$ cat src/rtl/rl_pkg.sv
// Shared definitions for the maze Q-learning datapath: action encoding,
// grid geometry and the action-selector FSM states.
package rl_pkg;

    localparam int STATE_W     = 6;
    localparam int ACTION_W    = 4;
    localparam int GRID_DIM    = 5;
    localparam int NUM_STATES  = 25;
    localparam int GOAL_STATE  = 25;
    localparam int Q_W_DEFAULT = 16;

    localparam logic [1:0] ACT_UP    = 2'd0;
    localparam logic [1:0] ACT_DOWN  = 2'd1;
    localparam logic [1:0] ACT_LEFT  = 2'd2;
    localparam logic [1:0] ACT_RIGHT = 2'd3;

    typedef enum logic [2:0] {
        S_IDLE,
        S_READ,
        S_DRAIN,
        S_DECIDE,
        S_DONE
    } sel_state_e;

    function automatic logic [ACTION_W-1:0] onehot(input logic [1:0] idx);
        logic [ACTION_W-1:0] v;
        v      = '0;
        v[idx] = 1'b1;
        return v;
    endfunction

    function automatic logic state_ok(input logic [STATE_W-1:0] st);
        return (st >= 6'd1) && (st <= 6'd25);
    endfunction

    // Bit k set when action k keeps the agent inside the grid.
    function automatic logic [ACTION_W-1:0] legal_mask(input logic [STATE_W-1:0] st);
        logic [ACTION_W-1:0] m;
        m[ACT_UP]    = !(st <= 6'd5);
        m[ACT_DOWN]  = !(st >= 6'd21);
        m[ACT_LEFT]  = !(((st - 6'd1) % 6'd5) == 6'd0);
        m[ACT_RIGHT] = !((st % 6'd5) == 6'd0);
        return m;
    endfunction

endpackage

$ cat src/rtl/action_selector_lfsr16.sv
// 16-bit Galois LFSR, x^16+x^14+x^13+x^11+1, stepping every cycle out of reset.
module lfsr16 #(
    parameter logic [15:0] SEED = 16'hACE1
) (
    input  logic        clk,
    input  logic        rst,
    output logic [15:0] q
);

    logic [15:0] q_q;
    logic [15:0] q_d;

    always_comb begin
        q_d = {1'b0, q_q[15:1]} ^ (q_q[0] ? 16'hB400 : 16'h0000);
    end

    always_ff @(posedge clk or posedge rst) begin
        if (rst) begin
            q_q <= SEED;
        end else begin
            q_q <= q_d;
        end
    end

    assign q = q_q;

endmodule

$ cat src/rtl/action_selector.sv
// Epsilon-greedy action selector: fetches the four Q-values of a cell,
// masks off-grid moves and picks the argmax or a random legal move.
module action_selector
    import rl_pkg::*;
#(
    parameter int          Q_W       = rl_pkg::Q_W_DEFAULT,
    parameter int          EPS_W     = 8,
    parameter logic [15:0] LFSR_SEED = 16'hACE1
) (
    input  logic               clk,
    input  logic               rst,
    input  logic               en,
    input  logic               start,
    input  logic [EPS_W-1:0]   epsilon,
    input  logic [5:0]         current_state,
    output logic               q_rd_en,
    output logic [7:0]         q_addr,
    input  logic [Q_W-1:0]     q_rdata,
    output logic [3:0]         next_action,
    output logic               action_valid,
    output logic               explored,
    output logic               bad_state,
    output logic               busy
);

    logic [15:0] lfsr_q;
    logic        unused_lfsr;

    lfsr16 #(.SEED(LFSR_SEED)) u_lfsr (
        .clk (clk),
        .rst (rst),
        .q   (lfsr_q)
    );

    assign unused_lfsr = ^lfsr_q[15:10];

    sel_state_e              state_q, state_d;
    logic [STATE_W-1:0]      st_q, st_d;
    logic [1:0]              idx_q, idx_d;
    logic                    cap_en_q, cap_en_d;
    logic [1:0]              cap_idx_q, cap_idx_d;
    logic signed [Q_W-1:0]   qv_q [4];
    logic signed [Q_W-1:0]   qv_d [4];
    logic [ACTION_W-1:0]     next_action_q, next_action_d;
    logic                    explored_q, explored_d;
    logic                    bad_state_q, bad_state_d;

    logic [3:0]              legal;
    logic [1:0]              greedy_idx;
    logic [1:0]              rand_idx;
    logic [1:0]              cand;
    logic                    found;
    logic signed [Q_W-1:0]   best;
    logic                    explore;

    always_comb begin
        legal      = legal_mask(st_q);
        greedy_idx = ACT_UP;
        found      = 1'b0;
        best       = '0;
        for (int k = 0; k < 4; k++) begin
            if (legal[k] && (!found || (qv_q[k] > best))) begin
                found      = 1'b1;
                best       = qv_q[k];
                greedy_idx = 2'(k);
            end
        end
        // Walk offsets downward so the smallest legal offset is assigned last.
        rand_idx = lfsr_q[9:8];
        cand     = lfsr_q[9:8];
        for (int k = 3; k >= 0; k--) begin
            cand = lfsr_q[9:8] + 2'(k);
            if (legal[cand]) begin
                rand_idx = cand;
            end
        end
        explore = lfsr_q[EPS_W-1:0] < epsilon;
    end

    always_comb begin
        state_d       = state_q;
        st_d          = st_q;
        idx_d         = idx_q;
        cap_en_d      = 1'b0;
        cap_idx_d     = idx_q;
        next_action_d = next_action_q;
        explored_d    = explored_q;
        bad_state_d   = bad_state_q;
        for (int k = 0; k < 4; k++) begin
            qv_d[k] = qv_q[k];
        end
        // RAM data lags the strobe by one cycle, so capture trails the read.
        if (cap_en_q) begin
            qv_d[cap_idx_q] = q_rdata;
        end

        case (state_q)
            S_IDLE: begin
                if (start && en) begin
                    st_d = current_state;
                    if (state_ok(current_state)) begin
                        state_d = S_READ;
                        idx_d   = 2'd0;
                    end else begin
                        state_d       = S_DONE;
                        next_action_d = '0;
                        bad_state_d   = 1'b1;
                        explored_d    = 1'b0;
                    end
                end
            end
            S_READ: begin
                cap_en_d  = 1'b1;
                cap_idx_d = idx_q;
                idx_d     = idx_q + 2'd1;
                if (idx_q == 2'd3) begin
                    state_d = S_DRAIN;
                end
            end
            S_DRAIN: begin
                state_d = S_DECIDE;
            end
            S_DECIDE: begin
                next_action_d = onehot(explore ? rand_idx : greedy_idx);
                explored_d    = explore;
                bad_state_d   = 1'b0;
                state_d       = S_DONE;
            end
            S_DONE: begin
                state_d = S_IDLE;
            end
            default: begin
                state_d = S_IDLE;
            end
        endcase
    end

    always_ff @(posedge clk or posedge rst) begin
        if (rst) begin
            state_q       <= S_IDLE;
            st_q          <= '0;
            idx_q         <= '0;
            cap_en_q      <= 1'b0;
            cap_idx_q     <= '0;
            next_action_q <= '0;
            explored_q    <= 1'b0;
            bad_state_q   <= 1'b0;
            for (int k = 0; k < 4; k++) begin
                qv_q[k] <= '0;
            end
        end else begin
            state_q       <= state_d;
            st_q          <= st_d;
            idx_q         <= idx_d;
            cap_en_q      <= cap_en_d;
            cap_idx_q     <= cap_idx_d;
            next_action_q <= next_action_d;
            explored_q    <= explored_d;
            bad_state_q   <= bad_state_d;
            for (int k = 0; k < 4; k++) begin
                qv_q[k] <= qv_d[k];
            end
        end
    end

    assign q_rd_en      = (state_q == S_READ);
    assign q_addr       = (state_q == S_READ) ? {st_q, idx_q} : 8'd0;
    assign action_valid = (state_q == S_DONE);
    assign busy         = (state_q != S_IDLE);
    assign next_action  = next_action_q;
    assign explored     = explored_q;
    assign bad_state    = bad_state_q;

endmodule

$ cat config.mk
export PLATFORM = sky130hd
export DESIGN_NAME = action_selector
export DESIGN_NICKNAME = d
export VERILOG_FILES = /design/src/rtl/rl_pkg.sv /design/src/rtl/action_selector_lfsr16.sv /design/src/rtl/action_selector.sv
export SDC_FILE = /design/constraint.sdc
export NUM_CORES = 1
export LEC_CHECK = 0
export CAP_MARGIN = 5
export CELL_PAD_IN_SITES_DETAIL_PLACEMENT = 1
export CELL_PAD_IN_SITES_GLOBAL_PLACEMENT = 1
export CORE_ASPECT_RATIO = 0.7
export CORE_UTILIZATION = 45
export CTS_CLUSTER_DIAMETER = 200
export DETAILED_ROUTE_END_ITERATION = 6
export PLACE_DENSITY_LB_ADDON = 0.1
export SYNTH_ARGS = -nofsm -noshare
export SYNTH_HDL_FRONTEND = slang
export SYNTH_SLANG_ARGS = --single-unit
export TNS_END_PERCENT = 10
$ cat constraint.sdc
create_clock -name clk -period 13.3 [get_ports clk]
set_clock_uncertainty 0.15 [all_clocks]
set_input_delay 2.66 -clock clk [delete_from_list [all_inputs] [get_ports clk]]
set_output_delay 2.66 -clock clk [all_outputs]
set_load 0.02 [all_outputs]
======== Word-level counts from Yosys, hierarchy flattened ========
Cells that the tools add are included.
word-level totals
  register bits ........................... 100
  latch bits .............................. 0
  bits in writable memories ............... 0
  bits in read-only memories .............. 0
  bits of input ports ..................... 34
  output and inout port bits .............. 17
  word-level logic and storage cells ...... 119
  memories kept ........................... 0
cells by class
  add/subtract/negate cells ............... 5
  $mul .................................... 0
  divide/modulo/power cells ............... 2
  order comparisons ....................... 16
  eq/ne operators ......................... 9
  shift-type cells ........................ 0
  muxes and demuxes ....................... 46
  bitwise operators ....................... 2
  reductions and logical operators ........ 26
operator list
  kind                                                                                  number
  16-bit two-way mux                                                                    5
  64-bit bitwise mux                                                                    1
  16-bit greater-than comparator                                                        3
  16-bit demux with 2-bit select                                                        1
  2-bit two-way mux                                                                     9
  15-bit by 16-bit XOR with 16-bit output                                               1
  2-bit by 3-bit < comparator with 1-bit output (second input constant)                 5
  1-bit two-way mux                                                                     14
  6-bit logical NOT                                                                     2
  6-bit by 3-bit modulo with 6-bit output (second input constant)                       2
  3-bit one-hot mux with 4 select lines                                                 1
  3-bit two-way mux                                                                     3
  1-bit binary-select mux with 2-bit select                                             4
  8-bit < comparator                                                                    1
  4-bit two-way mux                                                                     2
  8-bit two-way mux                                                                     1
  4-bit one-hot mux with 2 select lines                                                 1
  1-bit logical AND                                                                     7
  3-bit by 2-bit equality test with 1-bit output (second input constant)                2
  6-bit by 1-bit greater-or-equal comparator with 1-bit output (second input constant)  1
  6-bit by 5-bit greater-or-equal comparator with 1-bit output (second input constant)  1
  6-bit by 3-bit less-or-equal comparator with 1-bit output (second input constant)     1
  6-bit by 5-bit less-or-equal comparator with 1-bit output (second input constant)     1
  1-bit logical NOT                                                                     6
  21 further kinds                                                                      31

======== Longest topological paths before layout ========
  depth after elaboration ................. 20
  mapped depth ............................ 38
  gate-level depth less buffers ........... 34

======== Cells and area by module ========
Synthesis repeated with hierarchy kept, for this count alone.
unflattened totals
  cell total of the unflattened synthesis .. 685
  area, all modules ....................... 6852.8 µm²
modules (own cells, without submodules)
  module           times used  cells each  area each (µm²)  seq. area each (µm²)
  action_selector  1           652         6314.8           2102.0
  lfsr16           1           33          538.0            410.4

======== Worst setup path before layout ========
Ideal clock, no wire load.
  kind .................................... register -> register
  start point ............................. register st_q[1]
  end point ............................... register next_action_q[3] (netlist: next_action[3])
  setup time .............................. 122 ps
  data arrival time ....................... 7227 ps
  required time ........................... 13028 ps
  setup slack ............................. 5802 ps
  cell stages (with the launch flop) ...... 37
  buffers on the path ..................... 4
  clock period less this slack ............ 7498 ps
  path through ............................ dfrtp_1 -> inv_1 -> ha_1 -> or2b_1 -> o211ai_1 -> clkbuf_1 -> clkbuf_1 -> nand2_1 -> ha_1 -> nor2b_1 -> o21a_1 -> o21ai_0 -> a21oi_1 -> o21ai_0 -> a21oi_1 -> o21ai_1 -> clkbuf_1 -> mux2_2 -> ha_1 -> nand4_1 -> nor2_1 -> nand3_1 -> a221o_1 -> o211ai_1 -> o2111ai_1 -> clkbuf_1 -> o21ai_0 -> o31ai_1 -> ha_1 -> a2111oi_0 -> o21ai_0 -> o21ai_0 -> o221ai_1 -> nand3_1 -> nand2_1 -> o22a_1 -> a32o_1
on the way
  longest elaborated chain between the ends .. 20
  elaborated cells between the ends (all ways) .. 50
  classes of those cells .................. 1 x add/sub; 2 x div; 7 x order compare; 25 x mux; 15 x reduce/logical
RTL lines
  element                                                                                                                                                     RTL line                source
  start: declaration                                                                                                                                          action_selector.sv:38   logic [STATE_W-1:0] st_q, st_d;
  start signal: assignment                                                                                                                                    action_selector.sv:153  st_q <= st_d;
  branches (longest 14 deep; another with 16-bit greater-than comparator)                                                                                     --
  2-bit two-way mux *                                                                                                                                         action_selector.sv:124  next_action_d = onehot(explore ? rand_idx : greedy_idx);
  2-bit by 3-bit < comparator with 1-bit output (not written as such) / 2-bit by 1-bit greater-or-equal comparator with 1-bit output (equally long branches)  rl_pkg.sv:28            v[idx] = 1'b1;
  1-bit logical AND (not written as such)                                                                                                                     rl_pkg.sv:28
  1-bit two-way mux (not written as such)                                                                                                                     rl_pkg.sv:28
  1-bit demux with 2-bit select *                                                                                                                             rl_pkg.sv:28
  4-bit one-hot mux with 2 select lines *                                                                                                                     action_selector.sv:97   case (state_q)
  end signal: assignment                                                                                                                                      action_selector.sv:157  next_action_q <= next_action_d;
  end: declaration                                                                                                                                            action_selector.sv:44   logic [ACTION_W-1:0] next_action_q, next_action_d;
Mark *: on every way between the ends. The select of a mux whose other input is x is not followed.
A chain may end at the register's enable or synchronous reset.

======== Worst setup path after layout ========
  start point ............................. register st_q[0]
  end point ............................... register next_action_q[3] (netlist: next_action[3])
The elaborated chain is that of the path after synthesis.

==> impl_metrics.prom <==
# TYPE chip_impl_metric gauge
chip_impl_info{name="outcome",value="finished, final reports clean"} 1
chip_impl_metric{name="design.die.area",unit="mm^2"} 0.01526
chip_impl_metric{name="post-dp-hpwl",unit="um"} 13160
chip_impl_metric{name="finalHoldViolCount",unit=""} 0
chip_impl_metric{name="global_routing_usage_summed_across_all_routing_layers",unit="%"} 24.78
chip_impl_metric{name="report.final.slew_viol_count",unit=""} 0
chip_impl_metric{name="max_cap_violations",unit=""} 0
chip_impl_metric{name="drc",unit=""} 0
chip_impl_metric{name="io_buffers",unit=""} 50
chip_impl_metric{name="post-route-min-period",unit="ns"} 9.095
chip_impl_metric{name="yosys.cell_types.count",unit=""} 70
chip_impl_metric{name="nNetsFinal",unit=""} 798
chip_impl_metric{name="critPathMaxStageDelay",unit="ns"} 0.61
chip_impl_info{name="synthDominantAreaCellType",value="dfrtp_1"} 1
chip_impl_metric{name="timing_worst_slew_pin_value",unit="ns"} 1.162
chip_impl_info{name="worst_setup_path_start_kind",value="register"} 1
chip_impl_metric{name="async_reset_ff_share",unit="%"} 100.0
chip_impl_metric{name="synth.net_count",unit=""} 759
chip_impl_metric{name="die_w",unit="um"} 147.2
chip_impl_metric{name="placeableCoreArea",unit="mm^2"} 0.01414
chip_impl_metric{name="drt-wirelength-per-cell",unit="um"} 20.20
chip_impl_metric{name="violation_count_after_the_first_detailed_routing_iteration",unit=""} 244
chip_impl_metric{name="ctsResizeCount",unit=""} 0
chip_impl_metric{name="count_of_clock_tree_sinks",unit=""} 100
chip_impl_metric{name="post_synthesis_sequential_area_ratio",unit="%"} 37.82
chip_impl_metric{name="clkLatencyLatePin",unit="ns"} 0.35
chip_impl_info{name="synth_top_flop_cell",value="dfrtp_1"} 1
chip_impl_metric{name="postSynthRegisterBits",unit=""} 100
chip_impl_info{name="hold_crit_path_type",value="reg2reg"} 1
chip_impl_metric{name="synth_largest_type_area_fraction",unit="%"} 34.65
chip_impl_metric{name="setup_viol",unit=""} 0
chip_impl_metric{name="avgViaCountPerCell",unit=""} 5.962
chip_impl_metric{name="initial_antenna_violation_count",unit=""} 0
chip_impl_metric{name="first_global_vias",unit=""} 5536
chip_impl_metric{name="postRouteAntennaNets",unit=""} 0
chip_impl_info{name="root_buffer",value="clkbuf_16"} 1
chip_impl_metric{name="grt_pass1_wl",unit="um"} 29810
chip_impl_info{name="clock_tree_from_tritoncts",value="built"} 1
chip_impl_metric{name="gpl.final_weighted_congestion",unit=""} 0.9134
chip_impl_info{name="leading_cell_types_by_count_after_synthesis",value="dfrtp_1 (92), mux2_2 (83), ha_1 (67), nand2_1 (48), o21ai_0 (43)"} 1
chip_impl_metric{name="htreeDepth",unit=""} 3
chip_impl_metric{name="layout_cell_share_with_drive_strength_beyond_1",unit="%"} 18.23
chip_impl_info{name="post-synth-top-count-cell",value="dfrtp_1"} 1
chip_impl_metric{name="io-pin-count",unit=""} 51
chip_impl_metric{name="initial_core_util",unit="%"} 46.97
chip_impl_info{name="timing.critical_path.max_delay_family",value="compound AO/OA/AOI/OAI gates"} 1
chip_impl_metric{name="achievable-frequency",unit="MHz"} 109.9
chip_impl_metric{name="critical_path.max_fanout",unit=""} 23
chip_impl_metric{name="synth_enable_flop_cells",unit=""} 0
chip_impl_metric{name="remaining_overflow_grt",unit=""} 0
chip_impl_metric{name="antenna-diode-count",unit=""} 0
chip_impl_metric{name="yosys_warnings",unit=""} 0
chip_impl_info{name="slowest_cell_on_crit_path",value="dfrtp_1"} 1
chip_impl_metric{name="synthCells",unit=""} 658
chip_impl_metric{name="die_height",unit="um"} 103.7
chip_impl_metric{name="flow.area_growth_from_synthesis",unit="%"} 14.76
chip_impl_metric{name="fin_tns_setup",unit="ns"} 0
chip_impl_metric{name="wl",unit="um"} 18020
chip_impl_metric{name="grt_max_degree",unit=""} 54
chip_impl_metric{name="syn-mean-instance-area",unit="um^2"} 10.10
chip_impl_metric{name="syn_area",unit="mm^2"} 0.006644
chip_impl_metric{name="drtPass1Iterations",unit=""} 5
chip_impl_info{name="critical_path.endpoint_type",value="register"} 1
chip_impl_metric{name="cts-root-to-sink-buffers",unit=""} 2
chip_impl_info{name="criticalPathCategory",value="reg2reg"} 1
chip_impl_metric{name="cts.repair_timing.setup_buffer_count",unit=""} 0
chip_impl_metric{name="cts_buffers",unit=""} 9
chip_impl_metric{name="detailroute.via_count",unit=""} 5318
chip_impl_info{name="rsz0062_at_grt",value="false"} 1
chip_impl_metric{name="core.rowCount",unit=""} 36
chip_impl_metric{name="cts.hold.buffers_added",unit=""} 0
chip_impl_metric{name="clkSlewWorstSetupHoldPaths",unit="ns"} 0.07
chip_impl_metric{name="timing.max_slew.rel_slack",unit="%"} 22.28
chip_impl_metric{name="critical_path_arrival",unit="ns"} 9.18
chip_impl_info{name="largest_cells_by_area_after_synthesis",value="dfrtp_1 (35%), mux2_2 (14%), ha_1 (13%)"} 1
chip_impl_metric{name="fin_crit_sh",unit="%"} 68.39
chip_impl_metric{name="critPathBufInv",unit=""} 5
chip_impl_metric{name="timing.critical_path.required",unit="ns"} 13.39
chip_impl_metric{name="hold_slack",unit="ns"} 0.2060
## final cells by class
class,instances,area [um^2]
Clock buffer,11,242.7
Clock inverter,5,68.82
Fill cell,1560,6519
Inverter,41,156.4
Multi-Input combinational cell,488,3846
Sequential cell,100,2512
Tap cell,190,237.7
Timing Repair Buffer,57,560.5
## state kept, by name, summed over array words and instances (netlist names)
signal	flops
st_q	6
next_action	4
cap_idx_q	2
cap_en_q	1
bad_state	1
qv_q	64
cap_idx_d	2
u_lfsr.q	16
state_q	3
explored	1
## metal layers
layer  global-route usage (%)  wire [um]  vias to the layer above
met3                    4.141        627                       16
met1                    36.64       9239                     2721
met4                    5.376        181                        0
met5                        0          0                        -
met2                    37.70       7971                       89
li1                         -          -                     2492
## stage by stage
stage / std cells / utilization, % / setup slack, ns / area, um^2
5_1_grt: 892 / 53.91 / 3.619 / 7625
3_3_place_gp: 875 / 51.60 / 4.649 / 7298
2_1_floorplan: 658 / - / 5.802 / 6644
4_1_cts: 891 / 53.80 / 3.995 / 7610
6_report: 892 / 53.91 / 4.205 / 7625
3_5_place_dp: 875 / 51.60 / 4.152 / 7298
## worst register-to-register path, delay by kind of cell, from the launching register on
family                     cells  cell delay, ns
muxes                          1            0.38
buffers and inverters          5            1.20
and+or+nand+nor                9            1.34
DFF                            1            0.61
adders and majority gates      4            1.19
AOI/OAI and AO/OA             18            4.10
## worst paths after layout
check | startpoint | to | slack, ns | depth (start not counted)
max | st_q[0] | next_action[3] | 4.20 | 37
min | u_lfsr.q[12] | u_lfsr.q[11] | 0.21 | 0
max reg2reg | st_q[0] | next_action[3] | 4.20 | 37
min reg2reg | u_lfsr.q[12] | u_lfsr.q[11] | 0.21 | 0
max in group asynchronous | rst | qv_q[16] | 9.28 | 3
min in group asynchronous | rst | u_lfsr.q[4] | 2.59 | 2
## kinds of logic (layout without fill, tap and decap cells)
group / Yosys count / in the layout / synth area share [%]
simple gates: 172 / 172 / 13.95
compound gates: 152 / 152 / 15.16
flops: 100 / 100 / 37.82
mux: 87 / 87 / 14.67
buf+inv: 70 / 114 / 4.463
fa+ha+maj: 67 / 67 / 12.62
xor+xnor: 10 / 10 / 1.318
## placed cells by master, fill, tap and decap left out, drive strengths merged, types with 15 or more instances in the layout
master / n
and3: 15
inv: 43
dfrtp: 92
o31ai: 18
clkdlybuf4s50: 50
a21oi: 27
nand3: 16
ha: 67
nor2: 25
o21ai: 45
mux2: 83
nand2: 48
Power is not shown: default switching activity piles up to over one toggle a cycle in this logic, so the estimate is an artifact.
